<file path="src/rtl/pipe_stall_ctrl_pkg.sv">
// Shared types and constants for the pipeline stall/flush controller.
// Control vector bit order: {pc_write, if_id_write, if_id_flush, id_ex_flush, ex_mem_flush}.
package pipe_ctrl_pkg;

    typedef enum logic [1:0] {
        RUN       = 2'd0,
        MDU_WAIT  = 2'd1,
        EXC_DRAIN = 2'd2
    } state_t;

    localparam int CNT_W = 32;

    typedef struct packed {
        logic pc_write;
        logic if_id_write;
        logic if_id_flush;
        logic id_ex_flush;
        logic ex_mem_flush;
    } ctrl_t;

    localparam ctrl_t CTRL_IDLE   = 5'b11000;
    localparam ctrl_t CTRL_RST    = 5'b00111;
    localparam ctrl_t CTRL_STALL  = 5'b00010;
    localparam ctrl_t CTRL_BRANCH = 5'b11100;
    localparam ctrl_t CTRL_EXC    = 5'b11111;
    localparam ctrl_t CTRL_DRAIN  = 5'b11010;

endpackage

</file>
<file path="src/rtl/pipe_stall_ctrl_if.sv">
// Stall/flush request and pipeline-control bundle between hazard sources and the controller.
interface pipe_stall_ctrl_if;
    import pipe_ctrl_pkg::*;

    logic             lu_stall_req;
    logic             mdu_use;
    logic             mdu_busy;
    logic             branch_taken;
    logic             exc_req;
    logic             pc_write;
    logic             if_id_write;
    logic             if_id_flush;
    logic             id_ex_flush;
    logic             ex_mem_flush;
    logic             wdog_err;
    logic [CNT_W-1:0] lu_stall_cnt;
    logic [CNT_W-1:0] mdu_stall_cnt;

    modport master (
        output lu_stall_req, mdu_use, mdu_busy, branch_taken, exc_req,
        input  pc_write, if_id_write, if_id_flush, id_ex_flush, ex_mem_flush,
        input  wdog_err, lu_stall_cnt, mdu_stall_cnt
    );

    modport slave (
        input  lu_stall_req, mdu_use, mdu_busy, branch_taken, exc_req,
        output pc_write, if_id_write, if_id_flush, id_ex_flush, ex_mem_flush,
        output wdog_err, lu_stall_cnt, mdu_stall_cnt
    );

endinterface

</file>
<file path="src/rtl/pipe_stall_ctrl_wdog.sv">
// Stall watchdog: counts consecutive stalled cycles, saturates at WDOG_LIMIT,
// and latches a sticky error once the limit is reached.
module stall_wdog #(
    parameter int WDOG_W     = 8,
    parameter int WDOG_LIMIT = 200
) (
    input  logic clock,
    input  logic reset,
    input  logic stall,
    output logic wdog_err
);

    localparam logic [WDOG_W-1:0] LIMIT   = WDOG_W'(WDOG_LIMIT);
    localparam logic [WDOG_W-1:0] LIMIT_M = WDOG_W'(WDOG_LIMIT - 1);

    logic [WDOG_W-1:0] stall_run;

    // Consecutive-stall counter with saturation; error sets on the cycle the count reaches the limit.
    always_ff @(posedge clock or negedge reset) begin
        if (!reset) begin
            stall_run <= '0;
            wdog_err  <= 1'b0;
        end else begin
            if (!stall) begin
                stall_run <= '0;
            end else if (stall_run != LIMIT) begin
                stall_run <= stall_run + 1'b1;
            end
            if (stall && stall_run == LIMIT_M) begin
                wdog_err <= 1'b1;
            end
        end
    end

endmodule

</file>
<file path="src/rtl/pipe_stall_ctrl.sv">
// Pipeline stall/flush controller: arbitrates exception, MDU stall, load-use stall
// and taken branch into per-stage write/flush enables (Mealy, same-cycle effect).
// Optional macro STALL_PERF_CNT_EN adds load-use / MDU stall-cycle counters.
module pipe_stall_ctrl
    import pipe_ctrl_pkg::*;
#(
    parameter int EXC_FLUSH_CYC = 2,
    parameter int WDOG_W        = 8,
    parameter int WDOG_LIMIT    = 200
) (
    input  logic              clock,
    input  logic              reset,
    pipe_stall_ctrl_if.slave  bus
);

    localparam int DRAIN_W = (EXC_FLUSH_CYC > 1) ? $clog2(EXC_FLUSH_CYC) : 1;
    localparam logic [DRAIN_W-1:0] DRAIN_RELOAD = DRAIN_W'(EXC_FLUSH_CYC - 1);

    state_t             state, state_nxt;
    logic [DRAIN_W-1:0] drain_cnt, drain_nxt;
    ctrl_t              ctrl, ctrl_out;
    logic               lu_sel, mdu_sel;

    // Priority arbitration: exception > MDU stall > load-use stall > branch; also picks next state.
    always_comb begin
        ctrl      = CTRL_IDLE;
        state_nxt = RUN;
        drain_nxt = drain_cnt;
        lu_sel    = 1'b0;
        mdu_sel   = 1'b0;
        if (bus.exc_req) begin
            ctrl = CTRL_EXC;
            if (EXC_FLUSH_CYC > 1) begin
                state_nxt = EXC_DRAIN;
                drain_nxt = DRAIN_RELOAD;
            end
        end else if (state == EXC_DRAIN) begin
            ctrl = CTRL_DRAIN;
            if (drain_cnt > DRAIN_W'(1)) begin
                state_nxt = EXC_DRAIN;
                drain_nxt = drain_cnt - DRAIN_W'(1);
            end else begin
                drain_nxt = '0;
            end
        end else if (bus.mdu_busy && (state == MDU_WAIT || bus.mdu_use)) begin
            ctrl      = CTRL_STALL;
            mdu_sel   = 1'b1;
            state_nxt = MDU_WAIT;
        end else if (bus.lu_stall_req) begin
            ctrl   = CTRL_STALL;
            lu_sel = 1'b1;
        end else if (bus.branch_taken) begin
            ctrl = CTRL_BRANCH;
        end
    end

    // State and drain counter registers.
    always_ff @(posedge clock or negedge reset) begin
        if (!reset) begin
            state     <= RUN;
            drain_cnt <= '0;
        end else begin
            state     <= state_nxt;
            drain_cnt <= drain_nxt;
        end
    end

    // While reset is held the pipeline is frozen and fully flushed.
    assign ctrl_out         = reset ? ctrl : CTRL_RST;
    assign bus.pc_write     = ctrl_out.pc_write;
    assign bus.if_id_write  = ctrl_out.if_id_write;
    assign bus.if_id_flush  = ctrl_out.if_id_flush;
    assign bus.id_ex_flush  = ctrl_out.id_ex_flush;
    assign bus.ex_mem_flush = ctrl_out.ex_mem_flush;

    stall_wdog #(
        .WDOG_W     (WDOG_W),
        .WDOG_LIMIT (WDOG_LIMIT)
    ) u_wdog (
        .clock    (clock),
        .reset    (reset),
        .stall    (!ctrl_out.pc_write),
        .wdog_err (bus.wdog_err)
    );

`ifdef STALL_PERF_CNT_EN
    logic [CNT_W-1:0] lu_cnt, mdu_cnt;

    // Stall-cycle performance counters, free-running with natural wrap.
    always_ff @(posedge clock or negedge reset) begin
        if (!reset) begin
            lu_cnt  <= '0;
            mdu_cnt <= '0;
        end else begin
            if (lu_sel)  lu_cnt  <= lu_cnt + 1'b1;
            if (mdu_sel) mdu_cnt <= mdu_cnt + 1'b1;
        end
    end

    assign bus.lu_stall_cnt  = lu_cnt;
    assign bus.mdu_stall_cnt = mdu_cnt;
`else
    logic unused_sel;
    assign unused_sel        = lu_sel ^ mdu_sel;
    assign bus.lu_stall_cnt  = '0;
    assign bus.mdu_stall_cnt = '0;
`endif

endmodule

</file>
<file path="src/flat_wrapper.sv">
// flat-port wrapper written by rule: the top's interface ports become plain ports
module pipe_stall_ctrl_flat import pipe_ctrl_pkg::*;
#(
    parameter int EXC_FLUSH_CYC = 2,
    parameter int WDOG_W        = 8,
    parameter int WDOG_LIMIT    = 200
)
  (clock, reset, bus_lu_stall_req, bus_mdu_use, bus_mdu_busy, bus_branch_taken, bus_exc_req, bus_pc_write, bus_if_id_write, bus_if_id_flush, bus_id_ex_flush, bus_ex_mem_flush, bus_wdog_err, bus_lu_stall_cnt, bus_mdu_stall_cnt);
  pipe_stall_ctrl_if bus_i ();
  input  logic clock;
  input  logic reset;
  input wire logic [$bits(bus_i.lu_stall_req)-1:0] bus_lu_stall_req;
  input wire logic [$bits(bus_i.mdu_use)-1:0] bus_mdu_use;
  input wire logic [$bits(bus_i.mdu_busy)-1:0] bus_mdu_busy;
  input wire logic [$bits(bus_i.branch_taken)-1:0] bus_branch_taken;
  input wire logic [$bits(bus_i.exc_req)-1:0] bus_exc_req;
  output wire logic [$bits(bus_i.pc_write)-1:0] bus_pc_write;
  output wire logic [$bits(bus_i.if_id_write)-1:0] bus_if_id_write;
  output wire logic [$bits(bus_i.if_id_flush)-1:0] bus_if_id_flush;
  output wire logic [$bits(bus_i.id_ex_flush)-1:0] bus_id_ex_flush;
  output wire logic [$bits(bus_i.ex_mem_flush)-1:0] bus_ex_mem_flush;
  output wire logic [$bits(bus_i.wdog_err)-1:0] bus_wdog_err;
  output wire logic [$bits(bus_i.lu_stall_cnt)-1:0] bus_lu_stall_cnt;
  output wire logic [$bits(bus_i.mdu_stall_cnt)-1:0] bus_mdu_stall_cnt;
  assign bus_i.lu_stall_req = bus_lu_stall_req;
  assign bus_i.mdu_use = bus_mdu_use;
  assign bus_i.mdu_busy = bus_mdu_busy;
  assign bus_i.branch_taken = bus_branch_taken;
  assign bus_i.exc_req = bus_exc_req;
  assign bus_pc_write = bus_i.pc_write;
  assign bus_if_id_write = bus_i.if_id_write;
  assign bus_if_id_flush = bus_i.if_id_flush;
  assign bus_id_ex_flush = bus_i.id_ex_flush;
  assign bus_ex_mem_flush = bus_i.ex_mem_flush;
  assign bus_wdog_err = bus_i.wdog_err;
  assign bus_lu_stall_cnt = bus_i.lu_stall_cnt;
  assign bus_mdu_stall_cnt = bus_i.mdu_stall_cnt;
  pipe_stall_ctrl #(.EXC_FLUSH_CYC(EXC_FLUSH_CYC), .WDOG_W(WDOG_W), .WDOG_LIMIT(WDOG_LIMIT)) u_core (.clock(clock), .reset(reset), .bus(bus_i));
endmodule
</file>
<file path="config.mk">
export PLATFORM = sky130hd
export DESIGN_NAME = pipe_stall_ctrl_flat
export DESIGN_NICKNAME = d
export VERILOG_FILES = /design/src/rtl/pipe_stall_ctrl_pkg.sv /design/src/rtl/pipe_stall_ctrl_if.sv /design/src/rtl/pipe_stall_ctrl_wdog.sv /design/src/rtl/pipe_stall_ctrl.sv /design/src/flat_wrapper.sv
export SDC_FILE = /design/constraint.sdc
export NUM_CORES = 1
export LEC_CHECK = 0
export ABC_CLOCK_PERIOD_IN_PS = 1700
export CORE_ASPECT_RATIO = 0.8
export CORE_UTILIZATION = 30
export DETAILED_ROUTE_END_ITERATION = 8
export PLACE_DENSITY = 0.82
export SYNTH_ARGS = -nofsm -noshare
export SYNTH_HDL_FRONTEND = slang
export SYNTH_SLANG_ARGS = --single-unit
</file>
<file path="constraint.sdc">
create_clock -name clock -period 1.7 [get_ports clock]
set_clock_uncertainty 0.2 [all_clocks]
set_input_delay 0.17 -clock clock [delete_from_list [all_inputs] [get_ports clock]]
set_output_delay 0.17 -clock clock [all_outputs]
set_load 0.03 [all_outputs]
</file>
==> impl_metrics.yaml, run 1 <==
grt:
  grt_start_max_net_pins: 24
  globalRouteTotalUtil_pct: 8.192
  antenna_found_initial: 0
  grt_pass1_vias: 595
  grt.overflow.total: 0
  grt_pass1_wl_mm: 2.594
synthesis:
  synth_seq_area_share_pct: 23.76
  syn-cell-area_sq_um: 1159
  ys_warn_count: 0
  synth_top_cell_area_share_pct: 42.12
  ys_ff_latch: 11
  muxShareOfSynthArea_pct: 0
  synthSimpleGateAreaFrac_pct: 12.10
  ys_async_sr_fraction_pct: 100.0
  synth-edff-count: 0
  synth_area_leader_cell: "buf_4"
  synthAdderAreaFrac_pct: 2.160
  synth_compound_area_share_pct: 14.36
  postSynthAreaPerCell_sq_um: 8.396
  synthFlopType: "dfrtp_1"
  synth_top_family_by_area: "buffers and inverters"
  yosysMostFrequentCell: "buf_4"
  synthTopCellsByCount: "buf_4, dfrtp_1, inv_1, o21ai_0"
  synth-xor-area-share_pct: 1.512
  synth_cell_types: 31
  synthCells: 138
  synth_area_leaders: "buf_4, dfrtp_1, o21ai_0, a22oi_1, o21a_1"
sta:
  rsz0062_at_grt: "yes"
  setup_violations: 4
  period_minus_slack_ps: 1835
  slew_viol_final: 0
  min_period_over_period_pct: 108.0
  clock.fmax_mhz: 544.9
  hold_viol: 0
  setup_ws_ps: -135.4
clock_tree:
  htreeDepth: 1
  cts_max_path_buffers: 2
  path_clk_slew_ps: 50
  clockRootBuffer: "clkbuf_8"
  cts_inserted_buffers: 3
  tritoncts: "done"
  cts.sinks: 11
  clock_latency_ps: 240
  post_cts_buffers: 0
outcome:
  violations: "setup timing"
  status: "finished with violations"
worst_setup_path:
  regToRegSetupSlack_ps: 120
  worst_ep_required_time_ps: 1330
  r2r_start: "u_core.state[0]"
  cp_top_family: "compound AO/OA/AOI/OAI gates"
  critPathBufInv: 2
  r2r_cells: 5
  cp-end-kind: "output pin"
  worst_setup_path_start_kind: "register"
  cp.arrival_ps: 1470
  crit_chain: "buf_4 > o21ai_0 > a221o_1 > and2_4 > buf_6"
  crit_type: "register to output pin"
  cp_max_fo: 5
  slowest_stage: "a221o_1"
  slowest_delay_ps: 360
  rr_endpoint: "u_core.u_wdog.stall_run[0]"
detailed_routing:
  post-route-drc-count: 0
  wl_mm: 1.779
  via_count: 783
  firstDrtPassIters: 4
  wl_per_cell_microns: 8.764
  ant_nets: 0
  first_iter_violations: 4
  vias_per_cell: 3.857
pwr:
  p_leak_nw: 0.6345
  p_per_area_nw_per_um2: 726.5
  p_total_mw: 0.8890
  max-vdd-ir-drop_uv: 442.9
floorplanning:
  chipWidth_microns: 71.48
  dieHeight_microns: 57.59
  rows: 19
  core_area_sq_um: 3566
  top_level_ports: 77
  die-area_sq_um: 4116
  start_util_pct: 32.49
final_layout:
  antennaDiodeCount: 0
  syn_to_final_growth_pct: 5.615
  nNetsFinal: 171
  drive_above_1_share_pct: 15.53
run:
  max_cap_violations: 0
worst_hold_path:
  min_path_type: "input port to async pin"
placed_design:
  dpl_worst_slack_ps: -467.7
  port_buffers: 12
  gp_congestion: 0.7795
  hpwl_mm: 1.440
[stage by stage]
| step | utilization [%] | cells | instance area (sq um) | TNS [ps] | hold slack (ps) |
|---|---|---|---|---|---|
| 4_1_cts | 33.75 | 203 | 1204 | -611.3 | 104.5 |
| 3_5_place_dp | 32.21 | 199 | 1149 | -2256 | 279.1 |
| 6_report | 34.32 | 203 | 1224 | -509.5 | 110.5 |
| 2_1_floorplan | - | 201 | 1404 | 0 | -325.6 |
| 5_1_grt | 34.32 | 203 | 1224 | -762.2 | 135.5 |
| 3_3_place_gp | 32.21 | 199 | 1149 | -2077 | 272.7 |
[flip-flops by register name, summed over array words and instances (netlist names)]
register	count
u_core.u_wdog.stall_run	8
u_core.state	2
u_core.u_wdog.wdog_err	1
[area by class of cell]
type / instances / area (sq um)
Inverter: 6 / 22.52
Tap cell: 42 / 52.55
Multi-Input combinational cell: 116 / 608.1
Timing Repair Buffer: 24 / 220.2
Clock buffer: 4 / 45.04
Sequential cell: 11 / 275.3
Fill cell: 382 / 2342
[worst max path at each step]
stage,to,startpoint,depth (start not counted)
2_1_floorplan,bus_pc_write,u_core.state[0],5
3_3_place_gp,bus_id_ex_flush,bus_exc_req,5
3_5_place_dp,bus_id_ex_flush,bus_exc_req,5
4_1_cts,bus_if_id_flush,u_core.state[0],5
5_1_grt,bus_if_id_write,u_core.state[0],5
6_report,bus_pc_write,u_core.state[0],5
[timing repair]
item | 4_1_cts | 5_1_grt
endpoints found under the setup margin | 4 | 4
hold endpoints to repair | 0 | 0
gates resized for setup | 12 | 4
pin swaps | 3 | 2
hold buffers | 0 | 0
[cells by family after synthesis]
| family | count (synthesis) |
|---|---|
| AO/OA/AOI/OAI | 23 |
| XOR/XNOR | 2 |
| adder cells (fa/ha/maj) | 2 |
| buffers and inverters | 74 |
| flip-flops | 11 |
| other | 1 |
| AND/OR/NAND/NOR | 25 |
[report_power, final]
part	switching [mW]	total [mW]	internal [mW]
combinational	0.257	0.335	0.0776
sequential	0.0168	0.294	0.277
clock	0.0960	0.260	0.164
total	0.370	0.889	0.519
[metal layers]
metal  wire length, microns  part of all wire (%)  vias to the layer above  global-route usage, %
met1                    784                    44                      372                  10.85
li1                       -                     -                      377                      -
met3                     98                   5.5                        4                  2.827
met2                    877                    49                       30                  12.65
met4                     19                   1.1                        0                  2.521
met5                      0                     0                        -                      0
[cell usage in the layout (no fill, tap or decap), types with 2 or more instances in the layout]
master            n
clkbuf_8          3
buf_6             6
o21a_1            4
or3_1             4
dlygate4sd2_1     2
nand2_1           4
o21ai_0           6
nor2_1            2
inv_1             6
nor3_1            3
xor2_1            2
dfrtp_1          11
buf_4            11
ha_1              2
clkdlybuf4s50_1   4
nand3_1           4
conb_1           64
nand2b_1          2
a22oi_1           4
a21oi_1           2
nor2b_1           2
Note: power is estimated with default switching activity, not from simulation.
==> inputs of run 2 (changes only) <==
- PLACE_DENSITY: 0.82 -> 0.8
==> impl_metrics.yaml, run 2 (same netlist as run 1, synthesis figures left out) <==
sta:
  rsz0062_at_grt: "yes"
  clock.fmax_mhz: 549.8
  hold_viol: 0
  min_period_over_period_pct: 107.0
  setup_ws_ps: -118.7
  period_minus_slack_ps: 1819
  hold_ws_ps: 111.2
  setup_violations: 4
  slew_viol_final: 0
  fin_tns_setup_ps: -409.4
final_layout:
  syn_to_final_growth_pct: 5.940
  layout_commonest_cell: "conb_1"
  regMostFlops: "u_core.u_wdog.stall_run"
  antennaDiodeCount: 0
  nNetsFinal: 172
  fin_util_pct: 34.42
  biggestRegsByFlops: "u_core.u_wdog.stall_run x8, u_core.state x2, u_core.u_wdog.wdog_err x1"
  drive_above_1_share_pct: 16.05
  largest_reg_flops: 8
  mostFrequentLayoutCells: "conb_1, buf_4, dfrtp_1"
detailed_routing:
  vias_per_cell: 3.843
  post-route-drc-count: 0
  wl_mm: 1.840
  firstDrtPassIters: 4
  ant_nets: 0
  first_iter_violations: 22
  via_count: 784
  wl_per_cell_microns: 9.020
clock_tree:
  path_clk_slew_ps: 50
  post_cts_buffers: 0
  tritoncts: "done"
  clockRootBuffer: "clkbuf_8"
  clock_latency_ps: 240
  htreeDepth: 1
  cts.sinks: 11
  hold_buffers: 0
  cts_max_path_buffers: 2
  cts_inserted_buffers: 3
outcome:
  status: "finished with violations"
  violations: "setup timing"
worst_setup_path:
  worst_ep_required_time_ps: 1330
  cp-end-kind: "output pin"
  cp_max_fo: 2
  crit_start: "u_core.state[0]"
  worst_setup_path_start_kind: "register"
  regToRegSetupSlack_ps: 170
  crit_type: "register to output pin"
  cp.arrival_ps: 1450
  r2r_start: "u_core.state[0]"
grt:
  globalRouteTotalUtil_pct: 8.848
  grt_pass1_vias: 626
  grt.overflow.total: 0
  grt_pass1_wl_mm: 2.732
  antenna_found_initial: 0
  grt_start_max_net_pins: 24
floorplanning:
  start_util_pct: 32.49
  top_level_ports: 77
  dieHeight_microns: 57.59
  rows: 19
  chipWidth_microns: 71.48
  core_area_sq_um: 3566
  die-area_sq_um: 4116
pwr:
  p_per_area_nw_per_um2: 732.7
  p_leak_nw: 0.6313
  max-vdd-ir-drop_uv: 429.4
placed_design:
  port_buffers: 12
  gp_congestion: 0.7863
  hpwl_mm: 1.389
run:
  max_cap_violations: 0
worst_hold_path:
  min_path_type: "input port to async pin"
run 2: cell count changes in the layout (fill, tap and decap cells not counted), sizes merged:
cell	change
buf	+1
dlygate4sd2	+1
dlymetal6s2s	-1
run 2: layout make-up:
| cell class | count | area [sq um] |
|---|---|---|
| sequential | 11 | 275.3 |
| inverter | 6 | 22.52 |
| multi-input combinational | 116 | 608.1 |
| fill | 375 | 2338 |
| tap | 42 | 52.55 |
| clock buffer | 4 | 45.04 |
| timing repair buffer | 25 | 224.0 |
run 2: metrics by stage:
stage          area (sq um)  power (mW)  std cells  setup WS (ps)
2_1_floorplan          1404      0.6746        201          36.44
3_5_place_dp           1156      0.6246        200         -413.3
4_1_cts                1227      0.9031        204         -143.1
5_1_grt                1227      0.9415        204         -179.3
6_report               1227      0.8994        204         -118.7
3_3_place_gp           1156      0.6209        200         -415.9
run 2: power by group:
| group | total, mW | internal, mW | switching [mW] |
|---|---|---|---|
| clock network | 0.266 | 0.165 | 0.101 |
| logic | 0.340 | 0.0794 | 0.260 |
| registers | 0.294 | 0.277 | 0.0173 |
run 2: per-layer routing:
layer	up-vias	routed length, microns	GRT usage [%]
met5	-	0	0
met4	0	16	2.801
met3	3	118	3.710
met2	37	888	13.47
met1	365	817	11.45
li1	379	-	-
run 2: repair_timing:
action                     in CTS  in global routing
gates resized for setup        16                  1
pin swaps                       3                  1
cloned                          0                  0
setup endpoints to repair       4                  4
run 2: critical path, cell delays in order, from the launching register on:
cell,delay [ps]
dfrtp_1,370
nor2b_1,130
o21a_1,200
or3_1,360
buf_6,150
run 2: final timing paths:
kind / depth (start not counted) / end
min: 2 / u_core.u_wdog.stall_run[4]
max: 4 / bus_id_ex_flush
min in group clock: 4 / u_core.state[0]
max in group asynchronous: 2 / u_core.u_wdog.stall_run[5]
min reg2reg: 1 / u_core.u_wdog.wdog_err
max reg2reg: 5 / u_core.u_wdog.stall_run[0]
==> inputs of run 3 (changes only) <==
- CORE_UTILIZATION: 30 -> 32
- GPL_ROUTABILITY_DRIVEN: default -> 0
- PLACE_DENSITY: 0.8 -> 0.84
==> impl_metrics.yaml, run 3 (same netlist as run 1, synthesis figures left out) <==
final_layout:
  antennaDiodeCount: 0
  layout_commonest_cell: "conb_1"
  largest_reg_flops: 8
  fin_cells: 201
  biggestRegsByFlops: "u_core.u_wdog.stall_run x8, u_core.state x2, u_core.u_wdog.wdog_err x1"
  regMostFlops: "u_core.u_wdog.stall_run"
  syn_to_final_growth_pct: 2.376
  mostFrequentLayoutCells: "conb_1, buf_4, dfrtp_1"
  drive_above_1_share_pct: 14.47
  fillers: 348
  nNetsFinal: 169
detailed_routing:
  first_iter_violations: 13
  vias_per_cell: 3.816
  post-route-drc-count: 0
  ant_nets: 0
  wl_per_cell_microns: 8.095
  via_count: 767
  wl_mm: 1.627
  firstDrtPassIters: 4
sta:
  min_period_over_period_pct: 107.6
  clock.fmax_mhz: 546.7
  setup_violations: 4
  hold_ws_ps: 104.9
  rsz0062_at_grt: "yes"
  setup_ws_ps: -129.0
  slew_viol_final: 0
  hold_viol: 0
  period_minus_slack_ps: 1829
grt:
  grt.overflow.total: 0
  grt_pass1_vias: 585
  antenna_found_initial: 0
  grt_pass1_wl_mm: 2.532
  globalRouteTotalUtil_pct: 8.547
  grt_start_max_net_pins: 24
clock_tree:
  path_clk_slew_ps: 50
  hold_buffers: 0
  cts_inserted_buffers: 3
  tritoncts: "done"
  clockRootBuffer: "clkbuf_8"
  cts.sinks: 11
  cts_max_path_buffers: 2
  post_cts_buffers: 0
  clock_latency_ps: 240
  htreeDepth: 1
floorplanning:
  die-area_sq_um: 3867
  rows: 19
  start_util_pct: 33.61
  chipWidth_microns: 69.28
  dieHeight_microns: 55.82
  top_level_ports: 77
  core_area_sq_um: 3447
pwr:
  p_per_area_nw_per_um2: 747.5
  p_int_mw: 0.5126
  max-vdd-ir-drop_uv: 450.9
  p_switching_mw: 0.3741
  switching_share_pct: 42.19
  p_comb_share_pct: 36.5
  p_clk_share_pct: 30.4
  pwr-share-seq_pct: 33.1
  p_leak_nw: 0.6298
worst_setup_path:
  cp_top_family: "compound AO/OA/AOI/OAI gates"
  cp.arrival_ps: 1460
  slowest_delay_ps: 390
  cp-end-kind: "output pin"
  path_depth: 5
  crit_type: "register to output pin"
  worst_setup_path_start_kind: "register"
  r2r_cells: 5
  critPathBufInv: 2
  slowest_stage: "a221o_1"
  crit_chain: "buf_4 > o21ai_2 > a221o_1 > and2_4 > buf_6"
  cp_max_fo: 5
  worst_ep_required_time_ps: 1330
outcome:
  status: "finished with violations"
  violations: "setup timing"
placed_design:
  dp_cells: 197
  hpwl_mm: 1.292
  port_buffers: 12
worst_hold_path:
  min_path_type: "input port to async pin"
run:
  max_cap_violations: 0
-- run 3: changes by cell type in the layout (fill, tap and decap cells not counted), sizes merged --
cell / change
clkdlybuf4s50: -1
dlymetal6s2s: +1
buf: -3
-- run 3: per-layer routing --
| metal | vias up | wire length (microns) | part of all wire, % | global-route usage, % |
|---|---|---|---|---|
| li1 | 373 | - | - | - |
| met1 | 350 | 764 | 47 | 10.84 |
| met2 | 39 | 707 | 43 | 12.48 |
| met3 | 5 | 112 | 6.9 | 2.355 |
| met4 | 0 | 42 | 2.6 | 6.122 |
| met5 | - | 0 | 0 | 0 |
-- run 3: path summary, 6_finish.rpt --
kind	from	endpoint	slack (ps)
min	reset	u_core.u_wdog.stall_run[1]	100
max	u_core.state[0]	bus_pc_write	-130
min in group clock	bus_mdu_busy	u_core.state[0]	250
min reg2reg	u_core.u_wdog.wdog_err	u_core.u_wdog.wdog_err	270
max reg2reg	u_core.state[0]	u_core.u_wdog.stall_run[6]	130
max in group asynchronous	reset	u_core.u_wdog.stall_run[2]	990
-- run 3: power by group through the flow --
stage	Clock (mW)	Combinational [mW]	Sequential (mW)
5_1_grt	0.290	0.346	0.295
3_3_place_gp	0	0.319	0.296
2_1_floorplan	0	0.382	0.293
4_1_cts	0.275	0.324	0.293
6_report	0.269	0.324	0.293
3_5_place_dp	0	0.323	0.297
-- run 3: stage by stage --
step | util (%) | power, mW | setup WS, ps | TNS (ps) | area [sq um]
2_1_floorplan | - | 0.6746 | 36.44 | 0 | 1404
3_3_place_gp | 32.89 | 0.6154 | -507.4 | -2228 | 1134
3_5_place_dp | 32.89 | 0.6197 | -520.4 | -2548 | 1134
4_1_cts | 34.34 | 0.8912 | -150.7 | -562.3 | 1184
5_1_grt | 34.41 | 0.9315 | -201.7 | -782.4 | 1186
6_report | 34.41 | 0.8866 | -129.0 | -479.1 | 1186
-- run 3: timing repair --
item	4_1_cts	5_1_grt
gates cloned	0	0
setup endpoints to repair	4	5
pin swaps	3	2
resized for setup	12	1
-- run 3: final cells by class --
type | instances | area (sq um) | area share, %
Inverter | 6 | 22.52 | 1.899
Tap cell | 42 | 52.55 | 4.430
Sequential cell | 11 | 275.3 | 23.21
Timing Repair Buffer | 22 | 192.7 | 16.24
Clock buffer | 4 | 45.04 | 3.797
Multi-Input combinational cell | 116 | 598.1 | 50.42
